===== src/rtl/apb_bcd_alu.sv =====
// Packed-BCD add/subtract engine behind an APB slave.
// Every transfer takes one wait state; the datapath processes one decimal digit per clock.
module apb_bcd_alu #(
    parameter int unsigned DIGITS    = 4,
    parameter logic [31:0] CTRL_ADDR = 32'h00,
    parameter logic [31:0] OPA_ADDR  = 32'h04,
    parameter logic [31:0] OPB_ADDR  = 32'h08,
    parameter logic [31:0] RES_ADDR  = 32'h0C,
    parameter logic [31:0] STAT_ADDR = 32'h10
) (
    input  logic        PCLK,
    input  logic        PRESET,
    input  logic        PSEL,
    input  logic        PENABLE,
    input  logic        PWRITE,
    input  logic [31:0] PADDR,
    input  logic [31:0] PWDATA,
    output logic [31:0] PRDATA,
    output logic        PREADY,
    output logic        PSLVERR
);

    localparam int unsigned W  = 4 * DIGITS;
    localparam int unsigned IW = (DIGITS > 1) ? $clog2(DIGITS) : 1;
    localparam logic [IW-1:0] LAST_IDX = IW'(DIGITS - 1);

    typedef enum logic [1:0] {
        IDLE,
        CHECK,
        CALC
    } state_t;

    state_t        state;
    logic [W-1:0]  opa;
    logic [W-1:0]  opb;
    logic [W-1:0]  res;
    logic          mode;
    logic          busy;
    logic          done;
    logic          cout;
    logic          invalid;
    logic          start_pend;
    logic          carry;
    logic [IW-1:0] idx;

    logic          access;
    logic          is_ctrl;
    logic          is_opa;
    logic          is_opb;
    logic          is_res;
    logic          is_stat;
    logic          mapped;
    logic          xfer_err;
    logic          wr_ok;
    logic [31:0]   rd_val;
    logic          operands_bad;
    logic [3:0]    dig_a;
    logic [3:0]    dig_b;
    logic [3:0]    dig_out;
    logic          dig_carry;
    logic [4:0]    add_raw;
    logic [4:0]    sub_need;
    logic          unused_pwdata;

    assign unused_pwdata = ^PWDATA;

    // Address decode, error classification and read mux for the current access phase
    always_comb begin
        access  = PSEL & PENABLE & ~PREADY;
        is_ctrl = (PADDR == CTRL_ADDR);
        is_opa  = (PADDR == OPA_ADDR);
        is_opb  = (PADDR == OPB_ADDR);
        is_res  = (PADDR == RES_ADDR);
        is_stat = (PADDR == STAT_ADDR);
        mapped  = is_ctrl | is_opa | is_opb | is_res | is_stat;

        // start_pend counts as busy so a request cannot slip in before BUSY rises
        xfer_err = ~mapped
                 | (PWRITE & (is_res | is_stat))
                 | (PWRITE & (busy | start_pend) & (is_ctrl | is_opa | is_opb));
        wr_ok    = access & PWRITE & ~xfer_err;

        rd_val = '0;
        if (is_ctrl) begin
            rd_val = {30'b0, mode, 1'b0};
        end else if (is_opa) begin
            rd_val = 32'(opa);
        end else if (is_opb) begin
            rd_val = 32'(opb);
        end else if (is_res) begin
            rd_val = 32'(res);
        end else if (is_stat) begin
            rd_val = {28'b0, invalid, cout, done, busy};
        end
    end

    // Operand validation: any nibble above 9 makes the operation invalid
    always_comb begin
        operands_bad = 1'b0;
        for (int unsigned k = 0; k < DIGITS; k++) begin
            if ((opa[k*4 +: 4] > 4'd9) || (opb[k*4 +: 4] > 4'd9)) begin
                operands_bad = 1'b1;
            end
        end
    end

    // Single-digit BCD adder/subtractor for the digit selected by idx
    always_comb begin
        dig_a     = opa[32'(idx)*4 +: 4];
        dig_b     = opb[32'(idx)*4 +: 4];
        add_raw   = 5'(dig_a) + 5'(dig_b) + 5'(carry);
        sub_need  = 5'(dig_b) + 5'(carry);
        dig_out   = '0;
        dig_carry = 1'b0;
        if (mode) begin
            if (add_raw > 5'd9) begin
                dig_out   = 4'(add_raw - 5'd10);
                dig_carry = 1'b1;
            end else begin
                dig_out   = 4'(add_raw);
            end
        end else begin
            if (5'(dig_a) < sub_need) begin
                dig_out   = 4'(5'(dig_a) + 5'd10 - sub_need);
                dig_carry = 1'b1;
            end else begin
                dig_out   = 4'(5'(dig_a) - sub_need);
            end
        end
    end

    always_ff @(posedge PCLK) begin
        if (PRESET) begin
            state      <= IDLE;
            opa        <= '0;
            opb        <= '0;
            res        <= '0;
            mode       <= 1'b0;
            busy       <= 1'b0;
            done       <= 1'b0;
            cout       <= 1'b0;
            invalid    <= 1'b0;
            start_pend <= 1'b0;
            carry      <= 1'b0;
            idx        <= '0;
            PRDATA     <= '0;
            PREADY     <= 1'b0;
            PSLVERR    <= 1'b0;
        end else begin
            // APB response: one wait state, then a single PREADY cycle
            PREADY     <= access;
            PSLVERR    <= access & xfer_err;
            start_pend <= 1'b0;
            if (access) begin
                PRDATA <= (PWRITE || xfer_err) ? '0 : rd_val;
            end

            case (state)
                IDLE: begin
                    if (start_pend) begin
                        busy    <= 1'b1;
                        done    <= 1'b0;
                        cout    <= 1'b0;
                        invalid <= 1'b0;
                        state   <= CHECK;
                    end
                end
                CHECK: begin
                    if (operands_bad) begin
                        invalid <= 1'b1;
                        res     <= '0;
                        done    <= 1'b1;
                        busy    <= 1'b0;
                        state   <= IDLE;
                    end else begin
                        idx   <= '0;
                        carry <= 1'b0;
                        state <= CALC;
                    end
                end
                CALC: begin
                    res[32'(idx)*4 +: 4] <= dig_out;
                    carry                <= dig_carry;
                    if (idx == LAST_IDX) begin
                        cout  <= dig_carry;
                        done  <= 1'b1;
                        busy  <= 1'b0;
                        state <= IDLE;
                    end else begin
                        idx <= idx + IW'(1);
                    end
                end
                default: begin
                    state <= IDLE;
                end
            endcase

            // Register writes; errors never reach here, so busy operands stay frozen
            if (wr_ok) begin
                if (is_ctrl) begin
                    mode       <= PWDATA[1];
                    start_pend <= PWDATA[0];
                end
                if (is_opa) begin
                    opa <= PWDATA[W-1:0];
                end
                if (is_opb) begin
                    opb <= PWDATA[W-1:0];
                end
            end
        end
    end

endmodule


===== config.mk =====
export PLATFORM = sky130hd
export DESIGN_NAME = apb_bcd_alu
export DESIGN_NICKNAME = d
export VERILOG_FILES = /design/src/rtl/apb_bcd_alu.sv
export SDC_FILE = /design/constraint.sdc
export NUM_CORES = 1
export LEC_CHECK = 0
export BUFFER_PORTS_ARGS = -buffer_cell sky130_fd_sc_hd__buf_4
export CAP_MARGIN = 20
export CORE_ASPECT_RATIO = 0.5
export CORE_UTILIZATION = 54
export CTS_BUF_LIST = sky130_fd_sc_hd__clkbuf_16
export CTS_CLUSTER_SIZE = 16
export DETAILED_ROUTE_END_ITERATION = 8
export PLACE_DENSITY = 0.8
export SLEW_MARGIN = 20
export SYNTH_ARGS = -nofsm -noshare
export SYNTH_HDL_FRONTEND = slang
export SYNTH_SLANG_ARGS = --single-unit

===== constraint.sdc =====
create_clock -name PCLK -period 5.4 [get_ports PCLK]
set_clock_uncertainty 0.2 [all_clocks]
set_input_delay 0.81 -clock PCLK [delete_from_list [all_inputs] [get_ports PCLK]]
set_output_delay 0.81 -clock PCLK [all_outputs]
set_load 0.005 [all_outputs]

==> impl_metrics.env, run 1 <==
export IMPL_status="finished clean"
export IMPL_crit_buf_inv=2
export IMPL_worstReg2RegEnd="res[15]$_SDFFE_PP0P_"
export IMPL_clock_latency_ns=0.33
export IMPL_slowest_stage="dfxtp_1"
export IMPL_grt_overflow=0
export IMPL_cts_tree="done"
export IMPL_min_path_cells=2
export IMPL_finalHoldViolCount=0
export IMPL_p_clk_share_pct=44.1
export IMPL_nets=629
export IMPL_layout_cells_non_filler=647
export IMPL_p_sw_share_pct=25.4
export IMPL_cp_data_arrival_time_ns=4.46
export IMPL_setup_tns_final_ns=0
export IMPL_grt_pass1_vias=3581
export IMPL_p_seq_share_pct=43.6
export IMPL_fin_ws_ns=1.01
export IMPL_tightest_slew_ns=0.780
export IMPL_cts_root_buffer="clkbuf_16"
export IMPL_path_cells="mux4_2 > ha_1 > ha_1 > inv_1 > ha_1 > inv_1 > ha_1 > fa_1 > xor2_1 > nor2_1 > a211oi_1 > a31oi_1 > mux2i_1 > a32o_1"
export IMPL_synth_edf_count=0
export IMPL_setup_worst_path_start_class="register"
export IMPL_fmax_mhz=228
export IMPL_fin_crit_sh_pct=81.2
export IMPL_totalWireLength_um=11500
export IMPL_chipHeight_um=66.1
export IMPL_endpoint_kind="register"
export IMPL_antenna_found_initial=0
export IMPL_die_area_um2=8600
export IMPL_viasPerCell=5.99
export IMPL_maxCapViolations=0
export IMPL_p_leak_nw=2.27
export IMPL_start_util_pct=58.2
export IMPL_syn_area_um2=4430
export IMPL_pin_count=103
export IMPL_critical_path_class="register to register"
export IMPL_power_switching_mw=0.338
export IMPL_r2r_start="idx[0]$_SDFFE_PP0P_"
export IMPL_syn_mean_instance_area_um2=9.39
export IMPL_syn_to_final_growth_pct=18.3
export IMPL_core_um2=7620
export IMPL_drc=0
export IMPL_cts_hold_buf=0
export IMPL_max_stage_delay_ns=0.79
export IMPL_clockBufferDepth=2
export IMPL_cts_sinks=77
export IMPL_synth_cells=472
export IMPL_ys_warn_count=0
export IMPL_io_buffers=70
export IMPL_antenna_left=0
export IMPL_maxSlewHeadroom_pct=48.0
export IMPL_hold_path_class="register to register"
export IMPL_drv_slew=0
export IMPL_rr_worst_depth=14
export IMPL_reg2reg_slack_ns=1.01
export IMPL_antenna_cells=0
export IMPL_hp_start="PRDATA[6]$_SDFFE_PP0P_"
export IMPL_place_gp_congestion=0.864
export IMPL_rows=22
export IMPL_setup_viol=0
export IMPL_intPower_mw=0.995
export IMPL_p_per_area_nw_per_um2=254
export IMPL_ys_seq_area_share_pct=34.8
export IMPL_dr_first_iter_drc_count=259
export IMPL_async_flop_share_pct=0
export IMPL_ir_worst_vdd_v=0.000185
export IMPL_cts_resized=0
export IMPL_min_to="PRDATA[6]$_SDFFE_PP0P_"
export IMPL_die_w_um=130
export IMPL_numCtsBuffers=9
export IMPL_crit_path_frequent_cell="ha_1"
export IMPL_dp_slack_ns=1.06
export IMPL_p_comb_share_pct=12.3
export IMPL_dpl_cell_count=632
export IMPL_layout_drive_gt1_share_pct=22.3
export IMPL_wl_per_cell_um=17.8
export IMPL_final_core_util_pct=68.8
export IMPL_grt_max_degree=63
export IMPL_cp_required_ns=5.48
export IMPL_dp_hpwl_um=8480
export IMPL_path_max_fanout=16
export IMPL_grt_pass1_wl_um=18100
export IMPL_ys_ff_latch=77
export IMPL_track_usage_pct=28.4
export IMPL_synthFlopType="dfxtp_1"
export IMPL_htree_levels=3
export IMPL_dpl_cell_area_um2=4950
export IMPL_clk_pin_slew_ns=0.06
export IMPL_finalCriticalPeriod_ns=4.39
export IMPL_startpoint="idx[0]$_SDFFE_PP0P_"
export IMPL_via_count=3874
export IMPL_cp_top_family="adder cells"
export IMPL_synthDistinctLibCells=59
export IMPL_firstDrtPassIters=5
export IMPL_post_cts_buffers=0
export IMPL_rsz0062_at_grt="no"
export IMPL_final_area_um2=5250
[final cells by class]
class	instances	area [um2]
well taps	108	135
multi-input cells	355	2670
repair buffers	72	541
inverters	20	75.1
clock buffers	9	225
flip-flops and latches	77	1540
fillers	601	2380
clock inverters	6	65.1
[Yosys cell counts (2+ instances only)]
cell type	count	area, um2
o41ai_1	2	17.5
buf_6	2	22.5
o21ai_1	13	65.1
nand4_1	8	50.1
ha_1	21	263
a32o_1	4	40.0
a21oi_1	18	90.1
nand2_1	24	90.1
o21ai_0	21	105
a22o_1	11	96.3
fa_1	4	80.1
buf_4	16	120
nor4_1	9	56.3
nand3_1	3	15.0
mux4_2	8	180
o22ai_1	4	25.0
or3_1	2	12.5
nand3b_1	2	15.0
nand4_4	2	42.5
a211oi_1	2	15.0
nor3_1	4	20.0
nor2_1	59	221
buf_2	4	20.0
a21o_1	2	15.0
and3_1	4	25.0
inv_1	20	75.1
xnor2_1	4	35.0
dfxtp_1	77	1540
mux2i_1	43	430
xor2_1	2	17.5
nor2b_1	8	50.1
mux2_2	12	135
nand2b_1	5	31.3
clkbuf_1	12	45.0
a22oi_1	16	120
[power by group through the flow]
stage          Sequential (mW)  Clock (mW)  Combinational [mW]
2_1_floorplan            0.592           0               0.110
3_3_place_gp             0.593           0               0.155
3_5_place_dp             0.593           0               0.159
4_1_cts                  0.581       0.596               0.160
5_1_grt                  0.581       0.625               0.181
6_report                 0.581       0.589               0.164
[logic make-up after synthesis]
logic type	after synthesis	share of synthesized area [%]
mux	63	16.8
xor+xnor	6	1.19
simple gates	142	16.5
flops	77	34.8
compound gates	103	16.4
buf+inv	55	6.46
fa+ha+maj	25	7.73
other cells	1	0.0846
[worst max path at each step]
stage	slack, ns	cells past startpoint	end
2_1_floorplan	1.49	15	res[15]$_SDFFE_PP0P_
3_3_place_gp	1.11	10	res[1]$_SDFFE_PP0P_
3_5_place_dp	1.06	14	res[3]$_SDFFE_PP0P_
4_1_cts	1.03	14	res[15]$_SDFFE_PP0P_
5_1_grt	0.78	14	res[15]$_SDFFE_PP0P_
6_report	1.01	14	res[15]$_SDFFE_PP0P_
[worst min-delay path, stage by stage, from the launching register on]
cell and delay, ns:
dfxtp_1 0.31, nand2_1 0.05, o21ai_1 0.05
[cells in the final DEF (no fill, tap or decap), types with 9 or more instances in the layout]
master / n
conb_1: 16
o21ai_1: 13
mux2_2: 12
nand2_1: 24
mux2i_1: 43
nor2_1: 58
a22oi_1: 16
clkbuf_16: 9
a22o_1: 11
buf_4: 72
dfxtp_1: 77
ha_1: 21
nor4_1: 9
o21ai_0: 21
a21oi_1: 18
inv_1: 20
[through the flow]
step	hold WS (ns)	total power, mW
finish	0.255	1.33
global route	0.280	1.39
CTS	0.258	1.34
detailed placement	0.249	0.753
global placement	0.241	0.748
floorplan	0.236	0.702
[flip-flops by register name, summed over array words and instances (netlist names)]
name,flops
opb,16
PREADY,1
start_pend,1
res,16
done,1
mode,1
state,2
busy,1
invalid,1
PRDATA,16
cout,1
carry,1
PSLVERR,1
idx,2
opa,16
[per-layer routing]
layer | vias up | GRT usage (%) | part of all wire, % | wire (um)
li1 | 1814 | - | - | -
met1 | 1825 | 36.8 | 44 | 5080
met2 | 209 | 43.9 | 43 | 4910
met3 | 26 | 9.14 | 11 | 1280
met4 | 0 | 11.0 | 2.3 | 260
met5 | - | 0 | 0 | 0
(Power assumes the default switching activity.)
==> run 2, diff against run 1 <==
--- a/config.mk
+++ b/config.mk
@@ -5,14 +5,15 @@
 export SDC_FILE = /design/constraint.sdc
 export NUM_CORES = 1
 export LEC_CHECK = 0
+export ABC_AREA = 1
 export BUFFER_PORTS_ARGS = -buffer_cell sky130_fd_sc_hd__buf_4
 export CAP_MARGIN = 20
 export CORE_ASPECT_RATIO = 0.5
-export CORE_UTILIZATION = 54
+export CORE_UTILIZATION = 50
 export CTS_BUF_LIST = sky130_fd_sc_hd__clkbuf_16
 export CTS_CLUSTER_SIZE = 16
 export DETAILED_ROUTE_END_ITERATION = 8
-export PLACE_DENSITY = 0.8
+export PLACE_DENSITY = 0.77
 export SLEW_MARGIN = 20
 export SYNTH_ARGS = -nofsm -noshare
 export SYNTH_HDL_FRONTEND = slang
==> constraint.sdc (replaced) <==
create_clock -name PCLK -period 3.5 [get_ports PCLK]
set_clock_uncertainty 0.2 [all_clocks]
set_input_delay 0.525 -clock PCLK [delete_from_list [all_inputs] [get_ports PCLK]]
set_output_delay 0.525 -clock PCLK [all_outputs]
set_load 0.005 [all_outputs]
==> run 2 against run 1 <==
Total power rose to 2.9 times the previous value. Register-to-register slack worse by 0.78 ns. Clock power up 44%. Hold slack worse by 0.035 ns. Synthesized area up 13%. Setup slack worse by 0.78 ns. Sequential power up 64%. Global-route usage down 1.1 points. Core utilization down 6.7 points.
==> impl_metrics.env, run 2 <==
export IMPL_viasPerCell=5.19
export IMPL_critical_path_class="register to register"
export IMPL_grt_max_degree=40
export IMPL_p_leak_nw=2.82
export IMPL_htree_levels=3
export IMPL_dpl_cell_count=977
export IMPL_io_buffers=70
export IMPL_synth_mux_area_share_pct=0
export IMPL_finalHoldViolCount=0
export IMPL_numCtsBuffers=9
export IMPL_dr_first_iter_drc_count=517
export IMPL_cts_sinks=77
export IMPL_cts_resized=0
export IMPL_setup_worst_path_start_class="register"
export IMPL_antenna_cells=0
export IMPL_drv_slew=0
export IMPL_ys_ff_latch=77
export IMPL_cp_required_ns=3.51
export IMPL_dp_slack_ns=0.0372
export IMPL_synthAdderAreaFrac_pct=6.86
export IMPL_rows=25
export IMPL_die_w_um=143
export IMPL_yosys_area_share_simple_pct=39.0
export IMPL_fmax_mhz=306
export IMPL_syn_mean_instance_area_um2=6.40
export IMPL_fin_crit_sh_pct=93.3
export IMPL_drc=0
export IMPL_worstReg2RegEnd="res[7]$_SDFFE_PP0P_"
export IMPL_ys_seq_area_share_pct=30.8
export IMPL_yosys_top_cells_area="dfxtp_1 (31%), nand2_1 (15%), nand3_1 (8.5%)"
export IMPL_async_flop_share_pct=0
export IMPL_layout_drive_gt1_share_pct=17.8
export IMPL_dp_hpwl_um=10700
export IMPL_startpoint="idx[0]$_SDFFE_PP0P_"
export IMPL_clockBufferDepth=2
export IMPL_synthXorXnorAreaFrac_pct=0.876
export IMPL_core_um2=9570
export IMPL_grt_pass1_vias=4373
export IMPL_hold_path_class="primary input to register"
export IMPL_clk_pin_slew_ns=0.06
export IMPL_path_max_fanout=5
export IMPL_antenna_found_initial=0
export IMPL_synth_top_cell_area_share_pct=30.8
export IMPL_syn_to_final_growth_pct=18.8
export IMPL_track_usage_pct=27.3
export IMPL_r2r_start="idx[0]$_SDFFE_PP0P_"
export IMPL_finalCriticalPeriod_ns=3.27
export IMPL_nets=947
export IMPL_maxCapViolations=0
export IMPL_tightest_slew_ns=0.772
export IMPL_endpoint_kind="register"
export IMPL_cts_root_buffer="clkbuf_16"
export IMPL_rr_worst_depth=19
export IMPL_min_to="opa[7]$_SDFFE_PP0P_"
export IMPL_totalWireLength_um=13800
export IMPL_via_count=5155
export IMPL_min_path_cells=3
export IMPL_synthFlopType="dfxtp_1"
export IMPL_reg2reg_slack_ns=0.23
export IMPL_firstDrtPassIters=5
export IMPL_n_fill_cell=898
export IMPL_grt_overflow=0
export IMPL_syn_area_um2=5000
export IMPL_die_area_um2=10400
export IMPL_synth_most_common_cell="nand2_1"
export IMPL_grt_pass1_wl_um=21600
export IMPL_cts_hold_buf=0
export IMPL_pin_count=103
export IMPL_start_util_pct=52.2
export IMPL_antenna_left=0
export IMPL_final_common_cell="nand2_1"
export IMPL_synth_compound_area_share_pct=9.86
export IMPL_layout_common_cells="nand2_1 (203), nor2_1 (110), buf_4 (89)"
export IMPL_place_gp_congestion=0.959
export IMPL_rsz0062_at_grt="no"
export IMPL_clock_latency_ns=0.34
export IMPL_ys_warn_count=0
export IMPL_hp_start="PWDATA[7]"
export IMPL_synth_edf_count=0
export IMPL_cts_tree="done"
export IMPL_cp_data_arrival_time_ns=3.28
export IMPL_chipHeight_um=72.7
export IMPL_whs_ns=0.220
export IMPL_wl_per_cell_um=13.9
export IMPL_layout_cells_non_filler=993
export IMPL_post_cts_buffers=0
export IMPL_p_per_area_nw_per_um2=654
export IMPL_synth_common_cells="nand2_1 (204), nor2_1 (110), nand3_1 (85)"
export IMPL_maxSlewHeadroom_pct=48.3
export IMPL_synth_top_cell_by_area="dfxtp_1"
export IMPL_setup_tns_final_ns=0
export IMPL_synth_top_family_by_area="simple AND/OR/NAND/NOR gates"
export IMPL_ir_worst_vdd_v=0.000568
export IMPL_fin_ws_ns=0.234
export IMPL_status="finished clean"
export IMPL_setup_viol=0
export IMPL_synth_cells=781
export IMPL_synthDistinctLibCells=41
-- run 2: cell types whose count changed after synthesis, moves of 8 or more --
cell	change
nand2_1	+180
nand3_1	+82
inv_1	+59
nor2_1	+51
mux2i_1	-43
a21oi_1	+42
a22oi_1	-16
inv_2	+13
mux2_2	-12
a22o_1	-11
nor4_1	-9
mux4_2	-8
nor2b_1	-8
-- run 2: cell type report --
type,instances,area (um2),share of cell area (%)
inverters,96,360,6.06
clock inverters,7,42.5,0.716
clock buffers,9,225,3.79
repair buffers,90,679,11.4
well taps,135,169,2.84
multi-input cells,579,2920,49.2
flip-flops and latches,77,1540,25.9
-- run 2: worst max path at each step --
stage	endpoint	slack [ns]	depth (start not counted)
5_1_grt	res[7]$_SDFFE_PP0P_	0.007	21
4_1_cts	res[7]$_SDFFE_PP0P_	0.02	19
3_5_place_dp	res[7]$_SDFFE_PP0P_	0.04	19
6_report	res[7]$_SDFFE_PP0P_	0.23	19
3_3_place_gp	res[7]$_SDFFE_PP0P_	0.09	19
2_1_floorplan	res[15]$_SDFFE_PP0P_	0.07	20
-- run 2: worst max-delay path: stages, from the launching register on --
cell     delay (ns)
dfxtp_1        0.34
inv_2          0.10
o21ai_1        0.07
a21oi_1        0.17
a21oi_2        0.09
ha_2           0.21
ha_1           0.29
inv_1          0.05
ha_1           0.26
inv_1          0.04
ha_1           0.19
fa_1           0.38
xnor2_1        0.16
inv_1          0.05
nand2_1        0.08
nand3_2        0.11
nand4_1        0.13
nor2_1         0.06
nor2_1         0.09
nor2_1         0.04
-- run 2: per-stage QoR --
step	total power [mW]	cell area, um2	util [%]
after floorplan	2.29	5060	-
after global placement	2.87	5640	58.9
after detailed placement	2.90	5640	58.9
after CTS	3.75	5900	61.7
after global routing	4.21	5940	62.1
final	3.88	5940	62.1
-- run 2: power breakdown --
group          internal (mW)  switching (mW)
clock network          0.475           0.375
registers              0.920          0.0324
logic                  0.795            1.29
-- run 2: layer usage --
| layer | GRT usage, % | part of all wire, % | up-vias |
|---|---|---|---|
| met1 | 37.7 | 45 | 2284 |
| met5 | 0 | 0 | - |
| met2 | 41.9 | 41 | 255 |
| met4 | 6.62 | 1.4 | 0 |
| li1 | - | - | 2592 |
| met3 | 7.94 | 13 | 24 |
-- run 2: cell families (layout without fill, tap and decap cells) --
kind of cell | after synthesis | in the layout
compound gates | 91 | 91
xor+xnor | 5 | 5
fa+ha+maj | 25 | 25
buf+inv | 140 | 202
flops | 77 | 77
other cells | 1 | 16
simple gates | 442 | 442
